**src/rtl/pcm_fifo_feeder.sv**
```systemverilog
// PCM FIFO refill controller: bursts VRAM sample bytes into the PCM FIFO on almost-empty,
// sharing the FIFO write port with CPU direct writes (CPU always wins).
module pcm_fifo_feeder #(
    parameter int unsigned ADDR_W = 17,
    parameter int unsigned BURST  = 16
) (
    input  logic              clk,
    input  logic              rst,
    input  logic              enable,
    input  logic              loop_en,
    input  logic [ADDR_W-1:0] start_addr,
    input  logic [ADDR_W-1:0] end_addr,
    input  logic              fifo_reset,
    input  logic [7:0]        cpu_wrdata,
    input  logic              cpu_write,
    input  logic              fifo_full,
    input  logic              fifo_almost_empty,
    output logic [7:0]        fifo_wrdata,
    output logic              fifo_write,
    output logic              vram_req,
    output logic [ADDR_W-1:0] vram_addr,
    input  logic              vram_ack,
    input  logic [7:0]        vram_rddata,
    output logic              busy,
    output logic              done
);

    localparam int unsigned CntW = $clog2(BURST + 1);

    typedef enum logic [1:0] {StIdle, StReq, StWrite} state_e;

    state_e            state_q, state_d;
    logic [ADDR_W-1:0] addr_q, addr_d;
    logic [CntW-1:0]   cnt_q, cnt_d;
    logic [7:0]        hold_q, hold_d;
    logic              running_q, running_d;
    logic              enable_q, enable_d;
    logic              abort_q, abort_d;
    logic              vram_req_q, vram_req_d;
    logic [ADDR_W-1:0] vram_addr_q, vram_addr_d;
    logic              busy_q, busy_d;
    logic              done_q, done_d;
    logic              feed_wr;
    logic              ended;
    logic              live;

    // Dropping enable takes effect in the same cycle so an in-flight byte is never written.
    assign live = running_q && enable;

    always_comb begin
        state_d     = state_q;
        addr_d      = addr_q;
        cnt_d       = cnt_q;
        hold_d      = hold_q;
        running_d   = running_q;
        enable_d    = enable;
        abort_d     = abort_q;
        vram_req_d  = vram_req_q;
        vram_addr_d = vram_addr_q;
        done_d      = 1'b0;
        feed_wr     = 1'b0;
        ended       = 1'b0;

        if (enable && !enable_q) begin
            addr_d    = start_addr;
            running_d = 1'b1;
        end else if (!enable) begin
            running_d = 1'b0;
        end

        case (state_q)
            StIdle: begin
                if (live && fifo_almost_empty && !fifo_full && !fifo_reset) begin
                    state_d     = StReq;
                    cnt_d       = '0;
                    abort_d     = 1'b0;
                    vram_req_d  = 1'b1;
                    vram_addr_d = addr_q;
                end
            end
            StReq: begin
                // The handshake is always completed; an abort only discards the data.
                if (!live || fifo_reset) abort_d = 1'b1;
                if (vram_ack) begin
                    vram_req_d = 1'b0;
                    if (abort_q || !live || fifo_reset) begin
                        state_d = StIdle;
                    end else begin
                        hold_d  = vram_rddata;
                        state_d = StWrite;
                    end
                end
            end
            StWrite: begin
                if (!live || fifo_reset) begin
                    hold_d  = '0;
                    state_d = StIdle;
                end else if (!cpu_write && !fifo_full) begin
                    feed_wr = 1'b1;
                    cnt_d   = cnt_q + CntW'(1);
                    if (addr_q == end_addr) begin
                        if (loop_en) begin
                            addr_d = start_addr;
                        end else begin
                            running_d = 1'b0;
                            done_d    = 1'b1;
                            ended     = 1'b1;
                        end
                    end else begin
                        addr_d = addr_q + ADDR_W'(1);
                    end
                    if (cnt_q == CntW'(BURST - 1) || ended || fifo_full) begin
                        state_d = StIdle;
                    end else begin
                        state_d     = StReq;
                        abort_d     = 1'b0;
                        vram_req_d  = 1'b1;
                        vram_addr_d = addr_d;
                    end
                end
            end
            default: state_d = StIdle;
        endcase

        busy_d = (state_d != StIdle);
    end

    always_ff @(posedge clk) begin
        if (rst) begin
            state_q     <= StIdle;
            addr_q      <= '0;
            cnt_q       <= '0;
            hold_q      <= '0;
            running_q   <= 1'b0;
            enable_q    <= 1'b0;
            abort_q     <= 1'b0;
            vram_req_q  <= 1'b0;
            vram_addr_q <= '0;
            busy_q      <= 1'b0;
            done_q      <= 1'b0;
        end else begin
            state_q     <= state_d;
            addr_q      <= addr_d;
            cnt_q       <= cnt_d;
            hold_q      <= hold_d;
            running_q   <= running_d;
            enable_q    <= enable_d;
            abort_q     <= abort_d;
            vram_req_q  <= vram_req_d;
            vram_addr_q <= vram_addr_d;
            busy_q      <= busy_d;
            done_q      <= done_d;
        end
    end

    assign fifo_write  = cpu_write | feed_wr;
    assign fifo_wrdata = cpu_write ? cpu_wrdata : hold_q;
    assign vram_req    = vram_req_q;
    assign vram_addr   = vram_addr_q;
    assign busy        = busy_q;
    assign done        = done_q;

endmodule

```
**config.mk**
```make
export PLATFORM = sky130hd
export DESIGN_NAME = pcm_fifo_feeder
export DESIGN_NICKNAME = d
export VERILOG_FILES = /design/src/rtl/pcm_fifo_feeder.sv
export SDC_FILE = /design/constraint.sdc
export NUM_CORES = 1
export LEC_CHECK = 0
export BUFFER_PORTS_ARGS = -buffer_cell sky130_fd_sc_hd__buf_2
export CORE_ASPECT_RATIO = 0.5
export CORE_MARGIN = 1.5
export CORE_UTILIZATION = 50
export DETAILED_ROUTE_END_ITERATION = 8
export PLACE_DENSITY = 0.76
export SYNTH_ARGS = -nofsm -noshare
export SYNTH_HDL_FRONTEND = slang
export SYNTH_SLANG_ARGS = --single-unit
```
**constraint.sdc**
```tcl
create_clock -name clk -period 2.55 [get_ports clk]
set_input_delay 0.51 -clock clk [delete_from_list [all_inputs] [get_ports clk]]
set_output_delay 0.51 -clock clk [all_outputs]
set_load 0.05 [all_outputs]
```
## Word-level counts from Yosys, hierarchy flattened

Cells that the tools add are included.

| word-level totals | value |
|---|---|
| bits in registers | 55 |
| input port bits | 59 |
| output and inout port bits | 29 |
| logic and storage cells | 109 |

| cells by class | value |
|---|---|
| add/subtract/negate cells | 2 |
| equal/unequal tests | 12 |
| mux-type cells | 54 |
| bitwise gates (word level) | 3 |
| reductions and logical operators | 27 |

Operators with widths:

| kind | number |
|---|---|
| two-way mux 17 bit | 10 |
| case mux 17 bit (2 select lines) | 1 |
| two-way mux 8 bit | 4 |
| two-way mux 1 bit | 26 |
| adder 17 x 1 -> 17 bit, second input constant | 1 |
| equality test 17 bit | 1 |
| inequality test 2 bit, second input constant | 8 |
| case mux 8 bit (2 select lines) | 1 |
| two-way mux 5 bit | 3 |
| AND reduction 6 bit | 2 |
| two-way mux 2 bit | 5 |
| case mux 5 bit (2 select lines) | 1 |
| AND reduction 4 bit | 2 |
| logical AND 1 bit | 6 |
| case mux 1 bit (3 select lines) | 2 |
| case mux 2 bit (3 select lines) | 1 |
| nonzero test 2 bit | 3 |
| adder 5 x 1 -> 5 bit, second input constant | 1 |
| equality test 5 x 4 -> 1 bit, second input constant | 1 |
| zero test 1 bit | 5 |
| logical OR 1 bit | 5 |
| AND reduction 5 bit | 1 |
| OR reduction 4 bit | 1 |
| nonzero test 3 bit | 1 |
| 5 further kinds | 6 |

## Logic depth before layout (Yosys ltp)

| depth | value |
|---|---|
| word-level depth | 12 |
| depth in mapped cells | 10 |
| gate-level depth less buffers | 10 |

## Least setup slack after synthesis

Ideal clock, no wire load.

| timing path | value |
|---|---|
| kind | input port to output port |
| start | in cpu_write |
| end | out fifo_write |
| arrival | 1.650 ns |
| data required time | 2.040 ns |
| path slack | 0.390 ns |
| stages on the path | 5 |
| path buffers | 2 |
| cell sequence | buf_1 nor2_1 nand3b_1 clkbuf_1 nand2b_1 |

| between the ends | value |
|---|---|
| longest elaborated chain between the ends | 6 |

RTL lines:

| element | line | RTL |
|---|---|---|
| start, declared | 15 | `input logic cpu_write,` |
| zero test 1 bit | 98 | `end else if (!cpu_write && !fifo_full) begin` |
| logical AND 1 bit | 98 |  |
| two-way mux 1 bit | 98 |  |
| two-way mux 1 bit | 95 | `if (!live \|\| fifo_reset) begin` |
| two-way mux 1 bit | 71 | `case (state_q)` |
| OR 1 bit (*) | 156 | `assign fifo_write = cpu_write \| feed_wr;` |
| end, declared | 19 | `output logic fifo_write,` |

Mark *: on every way between the ends. The rest lies on a longest branch, timed or not.

## Final worst setup path

| timing path | value |
|---|---|
| start | reg cnt_q[0] |
| end | reg vram_addr_q[11], in the netlist vram_addr[11] |

| between the ends | value |
|---|---|
| longest elaborated chain between the ends | 5 |

RTL lines:

| element | line | RTL |
|---|---|---|
| start, declared | 34 | `logic [CntW-1:0] cnt_q, cnt_d;` |
| start signal, assigned | 144 | `cnt_q <= cnt_d;` |
| equality test 5 x 4 -> 1 bit | 112 | `if (cnt_q == CntW'(BURST - 1) \|\| ended \|\| fifo_full) begin` |
| logical OR 1 bit (2 in series) | 112 |  |
| inequality test 2 bit (no line) | - |  |
| AND reduction 5 bit (no line) | - |  |
| end signal, assigned | 150 | `vram_addr_q <= vram_addr_d;` |
| end, declared | 40 | `logic [ADDR_W-1:0] vram_addr_q, vram_addr_d;` |

No other way between the ends.
A chain may end at the register's enable or synchronous reset.

==> metrics.txt <==
# TYPE chip_impl_metric gauge
chip_impl_metric{name="initial_utilization",unit="%"} 52.18
chip_impl_metric{name="comb_power_share",unit="%"} 14.6
chip_impl_metric{name="leakage_power_figure",unit="nW"} 1.831
chip_impl_metric{name="avgViaCountPerCell",unit=""} 5.975
chip_impl_metric{name="seqPwrFrac",unit="%"} 45.0
chip_impl_metric{name="period_share",unit="%"} 89.73
chip_impl_metric{name="stdcell_count",unit=""} 612
chip_impl_metric{name="clkLatencyLatePin",unit="ns"} 0.30
chip_impl_metric{name="post_synth_edffs",unit=""} 0
chip_impl_metric{name="worst_slew_pin_slew",unit="ns"} 0.5754
chip_impl_metric{name="place_inst",unit=""} 602
chip_impl_metric{name="vdd_drop_max",unit="V"} 0.0002362
chip_impl_metric{name="post_placement_worst_setup_slack",unit="ns"} 0.09182
chip_impl_info{name="synth_flop_cell",value="dfxtp_1"} 1
chip_impl_metric{name="post_synthesis_to_final_layout_area_growth",unit="%"} 21.93
chip_impl_info{name="setup.worst_path.end_class",value="flop"} 1
chip_impl_metric{name="die_height",unit="um"} 62.24
chip_impl_metric{name="gp_routability_congestion",unit=""} 0.8716
chip_impl_metric{name="final.setup.worst_slack",unit="ns"} 0.2620
chip_impl_metric{name="first_iter_violations",unit=""} 313
chip_impl_metric{name="number_of_global_route_vias_before_repair",unit=""} 3464
chip_impl_metric{name="design.final.nets",unit=""} 581
chip_impl_metric{name="placeableCoreArea",unit="um2"} 6726
chip_impl_info{name="netlist_top_cells_area",value="dfxtp_1 31%, a211oi_1 5.1%, mux2i_1 4.8%"} 1
chip_impl_info{name="cts_root_buf",value="clkbuf_16"} 1
chip_impl_info{name="cts_tree",value="yes"} 1
chip_impl_metric{name="initial_antenna_violation_count",unit=""} 0
chip_impl_info{name="worst_setup_path_start_kind",value="flop"} 1
chip_impl_metric{name="clk_transition_reported_paths",unit="ns"} 0.07
chip_impl_metric{name="postLayoutCellArea",unit="um2"} 4279
chip_impl_metric{name="totalNegativeSetupSlack",unit="ns"} 0
chip_impl_metric{name="grt_start_max_net_pins",unit=""} 27
chip_impl_metric{name="detail_route.wirelength",unit="mm"} 10.19
chip_impl_metric{name="portion_of_total_power_attributed_to_the_clock_network",unit="%"} 40.4
chip_impl_metric{name="synth-async-reset-ratio",unit="%"} 0
chip_impl_metric{name="die_area",unit="um2"} 7561
chip_impl_metric{name="synthesized_netlist_cell_count",unit=""} 431
chip_impl_metric{name="routedWlPerCell",unit="um"} 16.64
chip_impl_metric{name="hpwl_after_dpl",unit="mm"} 7.150
chip_impl_info{name="rsz0062_at_grt",value="false"} 1
chip_impl_metric{name="antenna_cells_inserted",unit=""} 0
chip_impl_metric{name="proportion_of_total_power_due_to_net_switching",unit="%"} 25.98
chip_impl_metric{name="synth_warnings",unit=""} 0
chip_impl_info{name="yosys.cell_count.top_type",value="dfxtp_1"} 1
chip_impl_metric{name="drv_slew",unit=""} 0
chip_impl_metric{name="mappedNetlistArea",unit="um2"} 3510
chip_impl_metric{name="firstDrtPassIters",unit=""} 5
chip_impl_metric{name="post_placement_cell_area",unit="um2"} 4086
chip_impl_metric{name="critical_path.max_fanout",unit=""} 7
chip_impl_metric{name="num_vias",unit=""} 3657
chip_impl_metric{name="port_buffers",unit=""} 87
chip_impl_metric{name="drtAntennaViolNets",unit=""} 0
chip_impl_metric{name="ioPinCount",unit=""} 88
chip_impl_metric{name="net_switching",unit="W"} 0.0005248
chip_impl_metric{name="clock_skew",unit="ns"} 0.005660
chip_impl_metric{name="gr-total-overflow",unit=""} 0
chip_impl_info{name="cell_types_with_the_highest_counts_after_synthesis",value="55 x dfxtp_1, 41 x nand2_1, 36 x nor2_1"} 1
chip_impl_metric{name="max_freq",unit="GHz"} 0.4371
chip_impl_metric{name="mappedNetlistNets",unit=""} 493
chip_impl_metric{name="average_size_of_a_mapped_cell",unit="um2"} 8.143
chip_impl_metric{name="setup_violations",unit=""} 0
chip_impl_info{name="synth_area_leader_cell",value="dfxtp_1"} 1
chip_impl_metric{name="drive_above_1_share",unit="%"} 29.42
chip_impl_metric{name="cts_buffer_depth",unit=""} 2
chip_impl_metric{name="wp_data_required",unit="ns"} 2.78
chip_impl_metric{name="global_route.usage.total",unit="%"} 27.26
chip_impl_metric{name="timing.final.hold_violations",unit=""} 0
chip_impl_info{name="status",value="completed"} 1
chip_impl_metric{name="final.fill_count",unit=""} 626
chip_impl_info{name="hold_path_class",value="flop to flop"} 1
chip_impl_metric{name="period_needed",unit="ns"} 2.288
chip_impl_metric{name="max-slew-margin-rel",unit="%"} 61.59
chip_impl_metric{name="p_per_area",unit="nW/um2"} 472.2
chip_impl_metric{name="synth_top_area_share",unit="%"} 31.37
chip_impl_metric{name="grt_pass1_wl",unit="mm"} 16.53
chip_impl_metric{name="final_core_util",unit="%"} 63.62
chip_impl_metric{name="tritoncts_sink_count",unit=""} 55
chip_impl_metric{name="max_cap_viol_count",unit=""} 0
chip_impl_metric{name="cell_internal_power_dissipation",unit="W"} 0.001496
chip_impl_metric{name="cp_data_arrival_time",unit="ns"} 2.52
chip_impl_metric{name="cts_inserted_buffers",unit=""} 5
chip_impl_metric{name="placement_rows",unit=""} 21
chip_impl_metric{name="synth_seq_area_share",unit="%"} 31.37
chip_impl_metric{name="yosys_register_bits",unit=""} 55
chip_impl_metric{name="post-route-drc-count",unit=""} 0
chip_impl_metric{name="chipWidth",unit="um"} 121.5
chip_impl_metric{name="distinct_cell_type_count_after_synthesis",unit=""} 55
chip_impl_info{name="critical_path_class",value="flop to flop"} 1
chip_impl_metric{name="htree_num_levels",unit=""} 2
==> metal layers <==
layer / vias to the layer above / part of all wire, % / GRT usage [%]
li1: 1746 / - / -
met1: 1732 / 45 / 37.72
met2: 158 / 45 / 42.87
met3: 21 / 7.9 / 5.423
met4: 0 / 2.1 / 8.382
met5: - / 0 / 0
==> final cells by class <==
class | count | area [um2] | share of cell area [%]
clock buffers | 6 | 138.9 | 3.246
well taps | 92 | 115.1 | 2.690
inverters | 6 | 22.52 | 0.5263
repair buffers | 116 | 653.1 | 15.26
clock inverters | 2 | 38.79 | 0.9064
multi-input cells | 335 | 2210 | 51.64
flip-flops and latches | 55 | 1101 | 25.73
==> metrics by stage <==
stage	power [W]	hold slack, ns
6_report	0.002020	0.4546
5_1_grt	0.002087	0.4676
4_1_cts	0.002022	0.4570
3_5_place_dp	0.001219	0.4463
3_3_place_gp	0.001213	0.4407
2_1_floorplan	0.001114	0.4294
==> power by group through the flow <==
stage               clock (W)  sequential [W]  combinational (W)
finish               0.000816        0.000909           0.000295
global route         0.000856        0.000913           0.000319
CTS                  0.000821        0.000908           0.000293
detailed placement          0        0.000928           0.000291
global placement            0        0.000927           0.000286
floorplan                   0        0.000920           0.000194
==> critical path: stages (launching register included) <==
cell	delay, ns
dfxtp_1	0.34
ha_1	0.21
and3_1	0.18
ha_1	0.18
nor3_1	0.20
a21o_1	0.16
nand2_2	0.07
a31oi_2	0.19
buf_4	0.19
nor2_1	0.04
or3_1	0.34
a21oi_1	0.11
==> kinds of logic (layout without fill, tap and decap cells) <==
group                    after synthesis  in the layout  share of synthesized area, %
AND/OR/NAND/NOR                      158            158                         23.32
AO/OA/AOI/OAI                        123            123                         24.28
flip-flops                            55             55                         31.37
buffers and inverters                 41            130                         5.989
multiplexers                          26             26                         7.736
XOR/XNOR                              25             25                         6.239
adder cells (fa/ha/maj)                3              3                         1.070
==> cell usage in the layout (no fill, tap or decap), drive strengths merged, types with 2 or more instances in the layout <==
master and n:
nand2 43, nor2 36, or2 2, nor3 17, nand2b 2, dfxtp 55, and3 9, nor4 5
a22oi 2, o211a 2, nand3 17, nand3b 2, clkbuf 6, o31ai 4, ha 3, o21a 4
a311oi 2, o211ai 3, nor4b 2, a211oi 27, a21o 4, mux2 9, nor2b 14, xnor2 8
buf 116, o21ai 20, nand4 5, mux2i 17, a211o 5, or3 3, a21oi 30, a31oi 12
a32oi 2, inv 7, xor2 17
==> registers in the layout, summed over array words and instances, names as in the netlist <==
| signal | flops |
|---|---|
| abort_q | 1 |
| addr_q | 17 |
| busy | 1 |
| cnt_q | 5 |
| done | 1 |
| enable_q | 1 |
| hold_q | 8 |
| running_q | 1 |
| state_q | 2 |
| vram_addr | 17 |
| vram_req | 1 |
==> path summary, 6_finish.rpt <==
kind	startpoint	endpoint	slack (ns)	depth (start not counted)
worst max-delay path	cnt_q[0]	vram_addr[11]	0.26	11
worst min-delay path	hold_q[2]	hold_q[2]	0.45	2
worst max register to register	cnt_q[0]	vram_addr[11]	0.26	11
worst min register to register	hold_q[2]	hold_q[2]	0.45	2
==> what timing repair did <==
item,4_1_cts,5_1_grt
buffers inserted,0,2
endpoints found under the setup margin,0,5
hold buffers,0,0
gates resized for setup,0,0
No activity file was read; power rests on OpenSTA's default activity.
